===== config.mk =====
export PLATFORM = sky130hd
export DESIGN_NAME = nmc_req_sched
export DESIGN_NICKNAME = d
export VERILOG_FILES = /design/src/rtl/nmc_req_sched.sv
export SDC_FILE = /design/constraint.sdc
export NUM_CORES = 1
export LEC_CHECK = 0
export CAP_MARGIN = 10
export CORE_AREA = 2 2 356 358
export CTS_BUF_LIST = sky130_fd_sc_hd__clkbuf_4 sky130_fd_sc_hd__clkbuf_8
export DETAILED_ROUTE_END_ITERATION = 8
export DIE_AREA = 0 0 358 360
export SYNTH_ARGS = -nofsm -noshare
export SYNTH_HDL_FRONTEND = slang
export SYNTH_SLANG_ARGS = --single-unit

===== constraint.sdc =====
create_clock -name clk -period 4 [get_ports clk]
set_clock_uncertainty 0.15 [all_clocks]
set_input_delay 0.8 -clock clk [delete_from_list [all_inputs] [get_ports clk]]
set_output_delay 0.8 -clock clk [all_outputs]
set_load 0.1 [all_outputs]

===== src/rtl/nmc_req_sched.sv =====
// Shares one nmc between N_REQ requesters: round-robin write/query arbitration,
// query tagging through an in-order tag FIFO, and response routing back to the issuer.
module nmc_req_sched #(
   parameter int N_REQ     = 4,
   parameter int ADDR_W    = 16,
   parameter int ENTRY_W   = 64,
   parameter int FEAT_W    = 64,
   parameter int RES_W     = 32,
   parameter int MAX_OUTST = 8
) (
   input  logic                          clk,
   input  logic                          rst,
   input  logic [N_REQ-1:0]              wr_valid,
   output logic [N_REQ-1:0]              wr_ready,
   input  logic [N_REQ*ADDR_W-1:0]       wr_addr,
   input  logic [N_REQ*ENTRY_W-1:0]      wr_entry,
   input  logic [N_REQ-1:0]              qr_valid,
   output logic [N_REQ-1:0]              qr_ready,
   input  logic [N_REQ*ADDR_W-1:0]       qr_addr,
   input  logic [N_REQ*FEAT_W-1:0]       qr_feature,
   output logic                          nwr_push,
   output logic [ADDR_W-1:0]             nwr_addr,
   output logic [ENTRY_W-1:0]            nwr_entry,
   input  logic                          nwr_full,
   output logic                          nqr_push,
   output logic [ADDR_W-1:0]             nqr_addr,
   output logic [FEAT_W-1:0]             nqr_feature,
   output logic [$clog2(N_REQ)-1:0]      nqr_id,
   input  logic                          nqr_full,
   input  logic                          nresp_valid,
   input  logic                          nresp_found,
   input  logic [RES_W-1:0]              nresp_result,
   output logic [N_REQ-1:0]              resp_valid,
   output logic                          resp_found,
   output logic [RES_W-1:0]              resp_result,
   input  logic                          drain,
   output logic                          drain_done,
   output logic [$clog2(MAX_OUTST):0]    outstanding,
   output logic                          err_orphan
);

   localparam int IDX_W = $clog2(N_REQ);
   localparam int PTR_W = $clog2(MAX_OUTST);
   localparam int CNT_W = PTR_W + 1;

   typedef enum logic [1:0] {
      ST_RUN   = 2'd0,
      ST_DRAIN = 2'd1,
      ST_DONE  = 2'd2
   } state_e;

   state_e             state_r;
   logic [IDX_W-1:0]   wr_ptr_r;
   logic [IDX_W-1:0]   qr_ptr_r;
   logic [IDX_W-1:0]   tag_mem_r [MAX_OUTST];
   logic [PTR_W-1:0]   tag_wp_r;
   logic [PTR_W-1:0]   tag_rp_r;
   logic [CNT_W-1:0]   tag_cnt_r;
   logic [N_REQ-1:0]   resp_valid_r;
   logic               resp_found_r;
   logic [RES_W-1:0]   resp_result_r;
   logic               err_orphan_r;

   logic               wr_found_s;
   logic               qr_found_s;
   logic [IDX_W-1:0]   wr_idx_s;
   logic [IDX_W-1:0]   qr_idx_s;
   logic               wr_gnt_s;
   logic               qr_gnt_s;
   logic               tag_pop_s;
   logic               orphan_s;
   logic [IDX_W-1:0]   pop_tag_s;

   // First asserted request at or after ptr, wrapping modulo N_REQ; returns {found, index}.
   function automatic logic [IDX_W:0] rr_pick(input logic [N_REQ-1:0] vld, input logic [IDX_W-1:0] ptr);
      logic             found;
      logic [IDX_W-1:0] idx;
      int               j;
      found = 1'b0;
      idx   = {IDX_W{1'b0}};
      for (int k = 0; k < N_REQ; k++) begin
         j     = int'(ptr) + k;
         j     = (j >= N_REQ) ? j - N_REQ : j;
         idx   = (!found && vld[j]) ? IDX_W'(j) : idx;
         found = found | vld[j];
      end
      return {found, idx};
   endfunction

   function automatic logic [IDX_W-1:0] next_ptr(input logic [IDX_W-1:0] idx);
      return (idx == IDX_W'(N_REQ - 1)) ? {IDX_W{1'b0}} : idx + IDX_W'(1);
   endfunction

   // Arbitration, grant qualification and zero-latency payload muxing.
   always_comb begin
      {wr_found_s, wr_idx_s} = rr_pick(wr_valid, wr_ptr_r);
      {qr_found_s, qr_idx_s} = rr_pick(qr_valid, qr_ptr_r);
      wr_gnt_s  = wr_found_s && (state_r == ST_RUN) && !nwr_full;
      // Tag space is judged on the current count only; a same-cycle pop does not free a slot.
      qr_gnt_s  = qr_found_s && (state_r == ST_RUN) && !nqr_full && (tag_cnt_r != CNT_W'(MAX_OUTST));
      tag_pop_s = nresp_valid && (tag_cnt_r != {CNT_W{1'b0}});
      orphan_s  = nresp_valid && (tag_cnt_r == {CNT_W{1'b0}});
      pop_tag_s = tag_mem_r[tag_rp_r];

      wr_ready    = wr_gnt_s ? (N_REQ'(1'b1) << wr_idx_s) : {N_REQ{1'b0}};
      nwr_push    = wr_gnt_s;
      nwr_addr    = wr_gnt_s ? wr_addr[int'(wr_idx_s)*ADDR_W +: ADDR_W] : {ADDR_W{1'b0}};
      nwr_entry   = wr_gnt_s ? wr_entry[int'(wr_idx_s)*ENTRY_W +: ENTRY_W] : {ENTRY_W{1'b0}};
      qr_ready    = qr_gnt_s ? (N_REQ'(1'b1) << qr_idx_s) : {N_REQ{1'b0}};
      nqr_push    = qr_gnt_s;
      nqr_addr    = qr_gnt_s ? qr_addr[int'(qr_idx_s)*ADDR_W +: ADDR_W] : {ADDR_W{1'b0}};
      nqr_feature = qr_gnt_s ? qr_feature[int'(qr_idx_s)*FEAT_W +: FEAT_W] : {FEAT_W{1'b0}};
      nqr_id      = qr_gnt_s ? qr_idx_s : {IDX_W{1'b0}};
   end

   // Round-robin pointers and the requester-tag FIFO.
   always_ff @(posedge clk or negedge rst) begin
      if (!rst) begin
         wr_ptr_r  <= {IDX_W{1'b0}};
         qr_ptr_r  <= {IDX_W{1'b0}};
         tag_wp_r  <= {PTR_W{1'b0}};
         tag_rp_r  <= {PTR_W{1'b0}};
         tag_cnt_r <= {CNT_W{1'b0}};
         for (int i = 0; i < MAX_OUTST; i++) begin
            tag_mem_r[i] <= {IDX_W{1'b0}};
         end
      end else begin
         if (wr_gnt_s) begin
            wr_ptr_r <= next_ptr(wr_idx_s);
         end
         if (qr_gnt_s) begin
            qr_ptr_r            <= next_ptr(qr_idx_s);
            tag_mem_r[tag_wp_r] <= qr_idx_s;
            tag_wp_r            <= tag_wp_r + PTR_W'(1);
         end
         if (tag_pop_s) begin
            tag_rp_r <= tag_rp_r + PTR_W'(1);
         end
         case ({qr_gnt_s, tag_pop_s})
            2'b10:   tag_cnt_r <= tag_cnt_r + CNT_W'(1);
            2'b01:   tag_cnt_r <= tag_cnt_r - CNT_W'(1);
            default: tag_cnt_r <= tag_cnt_r;
         endcase
      end
   end

   // Registered response strobe/payload and the sticky orphan flag.
   always_ff @(posedge clk or negedge rst) begin
      if (!rst) begin
         resp_valid_r  <= {N_REQ{1'b0}};
         resp_found_r  <= 1'b0;
         resp_result_r <= {RES_W{1'b0}};
         err_orphan_r  <= 1'b0;
      end else begin
         resp_valid_r <= tag_pop_s ? (N_REQ'(1'b1) << pop_tag_s) : {N_REQ{1'b0}};
         if (tag_pop_s) begin
            resp_found_r  <= nresp_found;
            resp_result_r <= nresp_result;
         end
         if (orphan_s) begin
            err_orphan_r <= 1'b1;
         end
      end
   end

   // Drain FSM: RUN -> DRAIN -> DONE -> RUN, skipping DRAIN when nothing is outstanding.
   always_ff @(posedge clk or negedge rst) begin
      if (!rst) begin
         state_r <= ST_RUN;
      end else begin
         case (state_r)
            ST_RUN: begin
               if (drain) begin
                  state_r <= (tag_cnt_r == {CNT_W{1'b0}}) ? ST_DONE : ST_DRAIN;
               end
            end
            ST_DRAIN: begin
               if (!drain) begin
                  state_r <= ST_RUN;
               end else if (tag_cnt_r == {CNT_W{1'b0}}) begin
                  state_r <= ST_DONE;
               end
            end
            ST_DONE: begin
               if (!drain) begin
                  state_r <= ST_RUN;
               end
            end
            default: state_r <= ST_RUN;
         endcase
      end
   end

   assign resp_valid  = resp_valid_r;
   assign resp_found  = resp_found_r;
   assign resp_result = resp_result_r;
   assign err_orphan  = err_orphan_r;
   assign drain_done  = (state_r == ST_DONE);
   assign outstanding = tag_cnt_r;

endmodule


== Word level (Yosys, flattened, before mapping) ==
Index checks and enable logic that the tools add are counted.

* Add/subtract/negate cells: 20
* Magnitude comparators: 19
* Eq/ne operators: 10
* Shift-type cells: 7
* Multiplexer cells: 63
* Bitwise operators: 8
* Reductions and logical operators: 27

{| class="wikitable"
|+ Operators with widths
! kind !! count
|-
| $shiftx A256 B9 Y64 || 2
|-
| $lt A32 B4 Y1 const B || 8
|-
| $mux W32 || 8
|-
| $mux W64 || 2
|-
| $shiftx A64 B7 Y16 || 2
|-
| $mux W2 || 19
|-
| $mux W16 || 2
|-
| $sub A3 B3 Y4 const B || 6
|-
| $ge A3 B3 Y1 const B || 6
|-
| $bmux W1 S2 || 8
|-
| $bwmux W16 || 1
|-
| $mux W1 || 16
|-
| $logic_and A1 B1 Y1 || 14
|-
| $add A2 B2 Y3 const B || 4
|-
| $mux W4 || 3
|-
| $shl A1 B2 Y4 const A || 3
|-
| $eq A2 B2 Y1 const B || 4
|-
| $ge A4 B4 Y1 const B || 2
|-
| $logic_not A1 Y1 || 8
|-
| $not A3 Y4 || 2
|-
| $pmux W4 S2 || 1
|-
| $sub A2 B3 Y4 const B || 2
|-
| $add A2 B1 Y3 const B || 2
|-
| $add A3 B1 Y3 const B || 2
|-
| 18 further kinds || 27
|}

* Register bits: 70
* Logic and storage cells: 172

== Logic depth before layout (Yosys ltp) ==
Gate-level depths: netlist of the first run.

* Depth in word-level cells: 14
* Gate-level depth with buffers: 13
* Mapped depth without buffers: 11

== Worst setup path before layout of the first run ==
OpenSTA, ideal clock, no wires.

* Kind: input to output
* Start point: in nwr_full
* End point: out nwr_entry[62]
* Arrival: 5121 ps
* Required time: 3050 ps
* Path slack: -2071 ps
* Stages on the path: 4
* Buffers on the path: 1
* Cells stage by stage: nor4_2 > nand2_1 > clkbuf_1 > o22ai_1

* Word-level cells in the longest chain between the ends: 3

{| class="wikitable"
|+ Ends and longest elaborated chain
! element !! line !! RTL
|-
| start: declaration || 24 || <nowiki>input logic nwr_full,</nowiki>
|-
| $logic_not A1 Y1 || 98 || <nowiki>wr_gnt_s = wr_found_s && (state_r == ST_RUN) && !nwr_full;</nowiki>
|-
| $logic_and A1 B1 Y1 || 98 ||
|-
| $mux W64 || 108 || <nowiki>nwr_entry = wr_gnt_s ? wr_entry[int'(wr_idx_s)*ENTRY_W +: ENTRY_W] : {ENTRY_W{1'b0}};</nowiki>
|-
| end: declaration || 23 || <nowiki>output logic [ENTRY_W-1:0] nwr_entry,</nowiki>
|}

No other way between the ends.

== Worst setup path in the final report of the first run ==
* Start point: in wr_valid[1]
* End point: out nwr_entry[45]

* Word-level cells in the longest chain between the ends: 10

{| class="wikitable"
|+ Ends and longest elaborated chain
! element !! line !! RTL
|-
| start: declaration || 13 || <nowiki>input logic [N_REQ-1:0] wr_valid,</nowiki>
|-
| $bmux W1 S2 || 84, 85 ||
|-
| $mux W1 (not written as such) (2 in a row) || 84, 85 ||
|-
| $logic_not A1 Y1 / $or A1 B1 Y1 (equally long branches) || 84, 85 ||
|-
| $logic_and A1 B1 Y1 (tied with other cells) || 84 || <nowiki>idx = (!found && vld[j]) ? IDX_W'(j) : idx;</nowiki>
|-
| $mux W2 (tied with other cells) || 84 ||
|-
| $mux W2 / $logic_and A1 B1 Y1 (equally long branches) || 84 ||
|-
| $mux W2 || 84 ||
|-
| $shiftx A256 B9 Y64 || 108 ||
|-
| $mux W64 * || 108 ||
|}

Mark *: on every way between the ends. The rest lies on a longest branch, timed or not. The select of a mux whose other input is x is not followed.

==> flow_metrics.env, run 1 <==
export IMPL_cp_required_ps=3050
export IMPL_clock_fmax_mhz=253
export IMPL_fp_dieH_um=360
export IMPL_insertion_delay_ps=400
export IMPL_cp_slowest_stage_delay_ps=480
export IMPL_drtAntennaViolNets=0
export IMPL_dp_hpwl_um=75400
export IMPL_crit_chain="clkdlybuf4s50_1 > buf_4 > nor4_4 > buf_4 > nor4_4 > buf_12 > nand2_8 > clkbuf_16 > buf_12 > o22ai_4 > buf_12"
export IMPL_root_buffer="clkbuf_8"
export IMPL_r2r_slack_ps=940
export IMPL_yosys_area_top_type="mux2i_1"
export IMPL_postRouteWirelength_um=86200
export IMPL_arrival_ps=3010
export IMPL_status="finished, final reports clean"
export IMPL_fin_crit_ps=3960
export IMPL_syn_inst=883
export IMPL_finalPower_mw=15.3
export IMPL_yosysUniqueCellTypes=45
export IMPL_cts_buffer_depth=2
export IMPL_cts_tree="yes"
export IMPL_yosysSeqAreaShare_pct=22.5
export IMPL_vias=11700
export IMPL_synth_flop_cell="dfrtp_1"
export IMPL_finalHoldWorstSlack_ps=315
export IMPL_synth_fp_nets=1583
export IMPL_overflow=0
export IMPL_slowest_stage="clkdlybuf4s50_1"
export IMPL_row_count=130
export IMPL_setup_tns_ps=0
export IMPL_relSlewSlack_pct=32.5
export IMPL_syn_area_per_cell_um2=8.83
export IMPL_core_um2=125000
export IMPL_maxCapViolCount=0
export IMPL_clkSlewWorstSetupHoldPaths_ps=90
export IMPL_p_per_area_nw_per_um2=611
export IMPL_netlist_area_um2=7800
export IMPL_ys_seq_elements=70
export IMPL_leakagePower_nw=9.58
export IMPL_synth_warning_count=0
export IMPL_first_pass_iters=4
export IMPL_port_buffers=901
export IMPL_cts_num_sinks=70
export IMPL_synth_area_top_cells="mux2i_1, dfrtp_1, o22ai_1, nand2_1, buf_2"
export IMPL_cts_hold_buffers=0
export IMPL_yosysTopAreaCellShare_pct=41.5
export IMPL_drc=0
export IMPL_async_reset_ff_share_pct=100
export IMPL_grt_pass1_vias=12400
export IMPL_crit_top_cell="buf_12"
export IMPL_start_util_pct=6.24
export IMPL_grt_pass1_wl_um=109000
export IMPL_critPathKind="primary input to output port"
export IMPL_grt_max_degree=71
export IMPL_final_period_utilization_pct=99.0
export IMPL_post_drt_via_cell_ratio=3.25
export IMPL_ir_worst_vdd_mv=0.408
export IMPL_rsz0062_at_grt="true"
export IMPL_dieArea_um2=129000
export IMPL_num_io_pins=902
export IMPL_synth_edf_count=0
export IMPL_hold_class="register to register"
export IMPL_nets=2638
export IMPL_drive_above_1_share_pct=33.1
export IMPL_report_final_slew_viol_count=0
export IMPL_cts_buffers=9
export IMPL_hold_viol=0
export IMPL_h_tree_depth=3
export IMPL_fp_dieW_um=358
export IMPL_antenna_found_initial=50
export IMPL_drtIter0Drc=564
export IMPL_grtUsageTotal_pct=12.6
export IMPL_startpoint_type="primary input"
export IMPL_finalWeightedCongestion=0.945
export IMPL_setup_viol=0
export IMPL_path_max_fanout=6
export IMPL_endpoint_kind="output port"
export IMPL_worst_slew_pin_slew_ps=1010
export IMPL_drt_wirelength_per_cell_um=23.9
export IMPL_synthToLayoutAreaGrowth_pct=221
## report_power, final
| part | switching (mW) | total (mW) | internal, mW |
|---|---|---|---|
| clock | 0.326 | 0.571 | 0.245 |
| combinational | 8.01 | 13.5 | 5.49 |
| sequential | 0.250 | 1.21 | 0.961 |
## worst max-delay path, delay by kind of cell
family,cells,cell delay (ps)
buffers and inverters,7,1520
and+or+nand+nor,3,310
AOI/OAI and AO/OA,1,340
## final cells by class
type                            instances  area, µm²
Clock inverter                          6       46.3
Timing Repair Buffer                 1124      13200
Sequential cell                        70       1760
Clock buffer                           10        138
Inverter                               11       50.0
Antenna cell                            8       20.0
Multi-Input combinational cell        722       7740
Tap cell                             1650       2060
Fill cell                           13600      99900
## per-layer routing
layer	share of wire (%)	global-route usage (%)
met5	0.17	0
met4	1.2	1.26
met3	7.6	3.39
met2	53	24.0
met1	38	14.2
## logic make-up after synthesis
| kind of cell | synth area share [%] |
|---|---|
| AOI/OAI and AO/OA | 14.8 |
| xor gates and xnor gates | 1.01 |
| adders and majority gates | 2.09 |
| buffers and inverters | 5.15 |
| DFF | 22.5 |
| muxes | 44.3 |
| and+or+nand+nor | 10.1 |
## cells in the mapped netlist, drive strengths merged, types with 5 or more instances
master and count:
mux2i 323, o22ai 161, nand2 126, dfrtp 70, buf 46, clkbuf 34, ha 13, nor2 13
mux2 11, inv 10, o21ai 10, a21oi 9, and2 8, xnor2 5
## placed cells by master, fill, tap and decap left out, types with 5 or more instances in the layout
| cell type | n |
|---|---|
| a21oi_1 | 9 |
| and2_1 | 8 |
| buf_12 | 206 |
| buf_16 | 8 |
| buf_4 | 167 |
| buf_6 | 7 |
| clkbuf_8 | 10 |
| clkdlybuf4s50_1 | 721 |
| dfrtp_1 | 67 |
| diode_2 | 8 |
| ha_1 | 13 |
| inv_1 | 8 |
| mux2_2 | 9 |
| mux2i_1 | 272 |
| mux2i_2 | 32 |
| mux2i_4 | 19 |
| nand2_1 | 122 |
| nor2_1 | 13 |
| o21ai_1 | 7 |
| o22ai_1 | 20 |
| o22ai_2 | 39 |
| o22ai_4 | 102 |
| xnor2_1 | 5 |
## per-stage QoR
step / std cells / area, µm² / util, % / setup WS, ps
3_5_place_dp: 3557 / 23600 / 18.9 / -663
5_1_grt: 3595 / 25000 / 20.0 / -1.18
3_3_place_gp: 3557 / 23600 / 18.9 / -701
6_report: 3601 / 25000 / 20.0 / 41.7
2_1_floorplan: 883 / 9130 / - / -1120
4_1_cts: 3588 / 24700 / 19.8 / -60.2
## flip-flops by register name, indices dropped and copies added, names as in the netlist
register,flops
resp_result,32
tag_mem_r,16
outstanding,4
resp_valid,4
tag_rp_r,3
tag_wp_r,3
qr_ptr_r,2
state_r,2
wr_ptr_r,2
err_orphan,1
resp_found,1
## path summary, 6_finish.rpt
path | startpoint | to | cells past startpoint
worst max-delay path | wr_valid[1] | nwr_entry[45] | 11
worst min-delay path | err_orphan | err_orphan | 1
worst max register to register | outstanding[1] | outstanding[2] | 10
worst min register to register | err_orphan | err_orphan | 1
max in group asynchronous | rst | resp_result[28] | 1
min in group asynchronous | rst | err_orphan | 1
## repair_timing
action,4_1_cts,5_1_grt
pin swaps,5,6
gates resized for setup,127,34
buffers inserted,9,1
hold endpoints to repair,0,0
cloned,6,4
setup endpoints to repair,158,128
Power figures use the tool's default switching activity.
==> run 2, diff against run 1 <==
--- a/config.mk
+++ b/config.mk
@@ -7,9 +7,10 @@
 export LEC_CHECK = 0
 export CAP_MARGIN = 10
 export CORE_AREA = 2 2 356 358
-export CTS_BUF_LIST = sky130_fd_sc_hd__clkbuf_4 sky130_fd_sc_hd__clkbuf_8
+export CTS_BUF_LIST = sky130_fd_sc_hd__clkbuf_4
 export DETAILED_ROUTE_END_ITERATION = 8
 export DIE_AREA = 0 0 358 360
+export SETUP_SLACK_MARGIN = 0.2
 export SYNTH_ARGS = -nofsm -noshare
 export SYNTH_HDL_FRONTEND = slang
 export SYNTH_SLANG_ARGS = --single-unit
==> flow_metrics.env, run 2 (same netlist as run 1, synthesis figures left out) <==
export IMPL_drt_wirelength_per_cell_um=23.2
export IMPL_critPathKind="primary input to output port"
export IMPL_rsz0062_at_grt="true"
export IMPL_hold_class="primary input to asynchronous set/reset pin"
export IMPL_post_drt_via_cell_ratio=3.31
export IMPL_arrival_ps=2860
export IMPL_h_tree_depth=3
export IMPL_synthToLayoutAreaGrowth_pct=228
export IMPL_first_pass_iters=5
export IMPL_final_period_utilization_pct=95.4
export IMPL_cts_num_sinks=70
export IMPL_cts_tree="yes"
export IMPL_most_common_layout_cells="clkdlybuf4s50_1, mux2i_1, buf_12"
export IMPL_clock_fmax_mhz=262
export IMPL_cts_buffers=9
export IMPL_dp_hpwl_um=72200
export IMPL_nets=2660
export IMPL_start_util_pct=6.24
export IMPL_report_final_slew_viol_count=0
export IMPL_core_um2=125000
export IMPL_grt_max_degree=71
export IMPL_insertion_delay_ps=490
export IMPL_row_count=130
export IMPL_postRouteWirelength_um=84200
export IMPL_final_common_cell="clkdlybuf4s50_1"
export IMPL_layout_setup_ws_ps=186
export IMPL_fp_dieW_um=358
export IMPL_vias=12000
export IMPL_dpl_worst_slack_ps=-372
export IMPL_drive_above_1_share_pct=35.3
export IMPL_startpoint_type="primary input"
export IMPL_maxCapViolCount=0
export IMPL_grt_pass1_wl_um=109000
export IMPL_path_max_fanout=5
export IMPL_finalWeightedCongestion=0.902
export IMPL_overflow=0
export IMPL_fp_dieH_um=360
export IMPL_cp_required_ps=3050
export IMPL_endpoint_kind="output port"
export IMPL_drc=0
export IMPL_num_io_pins=902
export IMPL_root_buffer="clkbuf_4"
export IMPL_drtAntennaViolNets=0
export IMPL_clkSlewWorstSetupHoldPaths_ps=140
export IMPL_fin_cells=3622
export IMPL_hold_viol=0
export IMPL_cts_buffer_depth=2
export IMPL_grtUsageTotal_pct=12.4
export IMPL_dieArea_um2=129000
export IMPL_fin_crit_ps=3810
export IMPL_drtIter0Drc=552
export IMPL_p_per_area_nw_per_um2=611
export IMPL_cts_hold_buffers=0
export IMPL_status="finished, final reports clean"
export IMPL_leakagePower_nw=9.80
export IMPL_grt_pass1_vias=12700
export IMPL_port_buffers=901
export IMPL_ir_worst_vdd_mv=0.481
export IMPL_worst_slew_pin_slew_ps=1020
export IMPL_antenna_found_initial=49
export IMPL_setup_viol=0
export IMPL_relSlewSlack_pct=31.5
export IMPL_largest_reg_flops=32
export IMPL_r2r_slack_ps=1210
export IMPL_placed_cells=3549
## run 2: final cells by class
cell class	instances	area, µm²
tap	1650	2060
antenna	7	17.5
clock buffer	10	75.1
inverter	11	57.6
sequential	70	1760
clock inverter	6	71.3
fill	13600	99400
multi-input combinational	722	7810
timing repair buffer	1146	13700
## run 2: where the power goes
part | total (mW) | internal, mW | switching [mW]
clock network | 0.505 | 0.201 | 0.305
registers | 1.22 | 0.964 | 0.257
logic | 13.9 | 5.81 | 8.07
total | 15.6 | 6.97 | 8.63
## run 2: final timing paths
path,start,to,depth (start not counted)
setup reg to reg,state_r[1],outstanding[2],10
setup / recovery,wr_valid[0],nwr_entry[44],14
max in group asynchronous,rst,qr_ptr_r[1],1
hold / removal,rst,outstanding[1],1
min in group clk,err_orphan,err_orphan,1
hold reg to reg,err_orphan,err_orphan,1
## run 2: per-stage QoR
step           hold WS, ps  setup TNS, ps  power, mW  instance area [µm²]  util (%)
4_1_cts                257              0       15.6                25300      20.2
3_5_place_dp           310         -31070       14.0                23500      18.8
6_report               263              0       15.6                25600      20.5
2_1_floorplan          299         -77110       8.68                 9140         -
3_3_place_gp           295         -33180       13.9                23500      18.8
5_1_grt                279              0       16.2                25600      20.5
## run 2: critical path, stage by stage
cell,delay (ps)
clkdlybuf4s15_2,240
nor4_4,70
buf_12,130
nor4_4,210
buf_6,170
buf_12,110
nand2_8,50
buf_12,150
buf_12,140
buf_12,130
buf_12,120
buf_16,130
o22ai_4,160
buf_12,220
## run 2: routing by layer
layer	part of all wire [%]	wire length, µm	GRT usage (%)
met1	40	33700	14.8
met5	0.14	115	0
met3	7.2	6100	2.85
met2	51	42800	22.5
met4	1.7	1440	1.93
## run 2: repair_timing
item / 4_1_cts / 5_1_grt
pin swaps: 24 / 5
gates resized for setup: 204 / 47
buffers inserted: 31 / 6
gates cloned: 12 / 1
setup endpoints to repair: 170 / 111
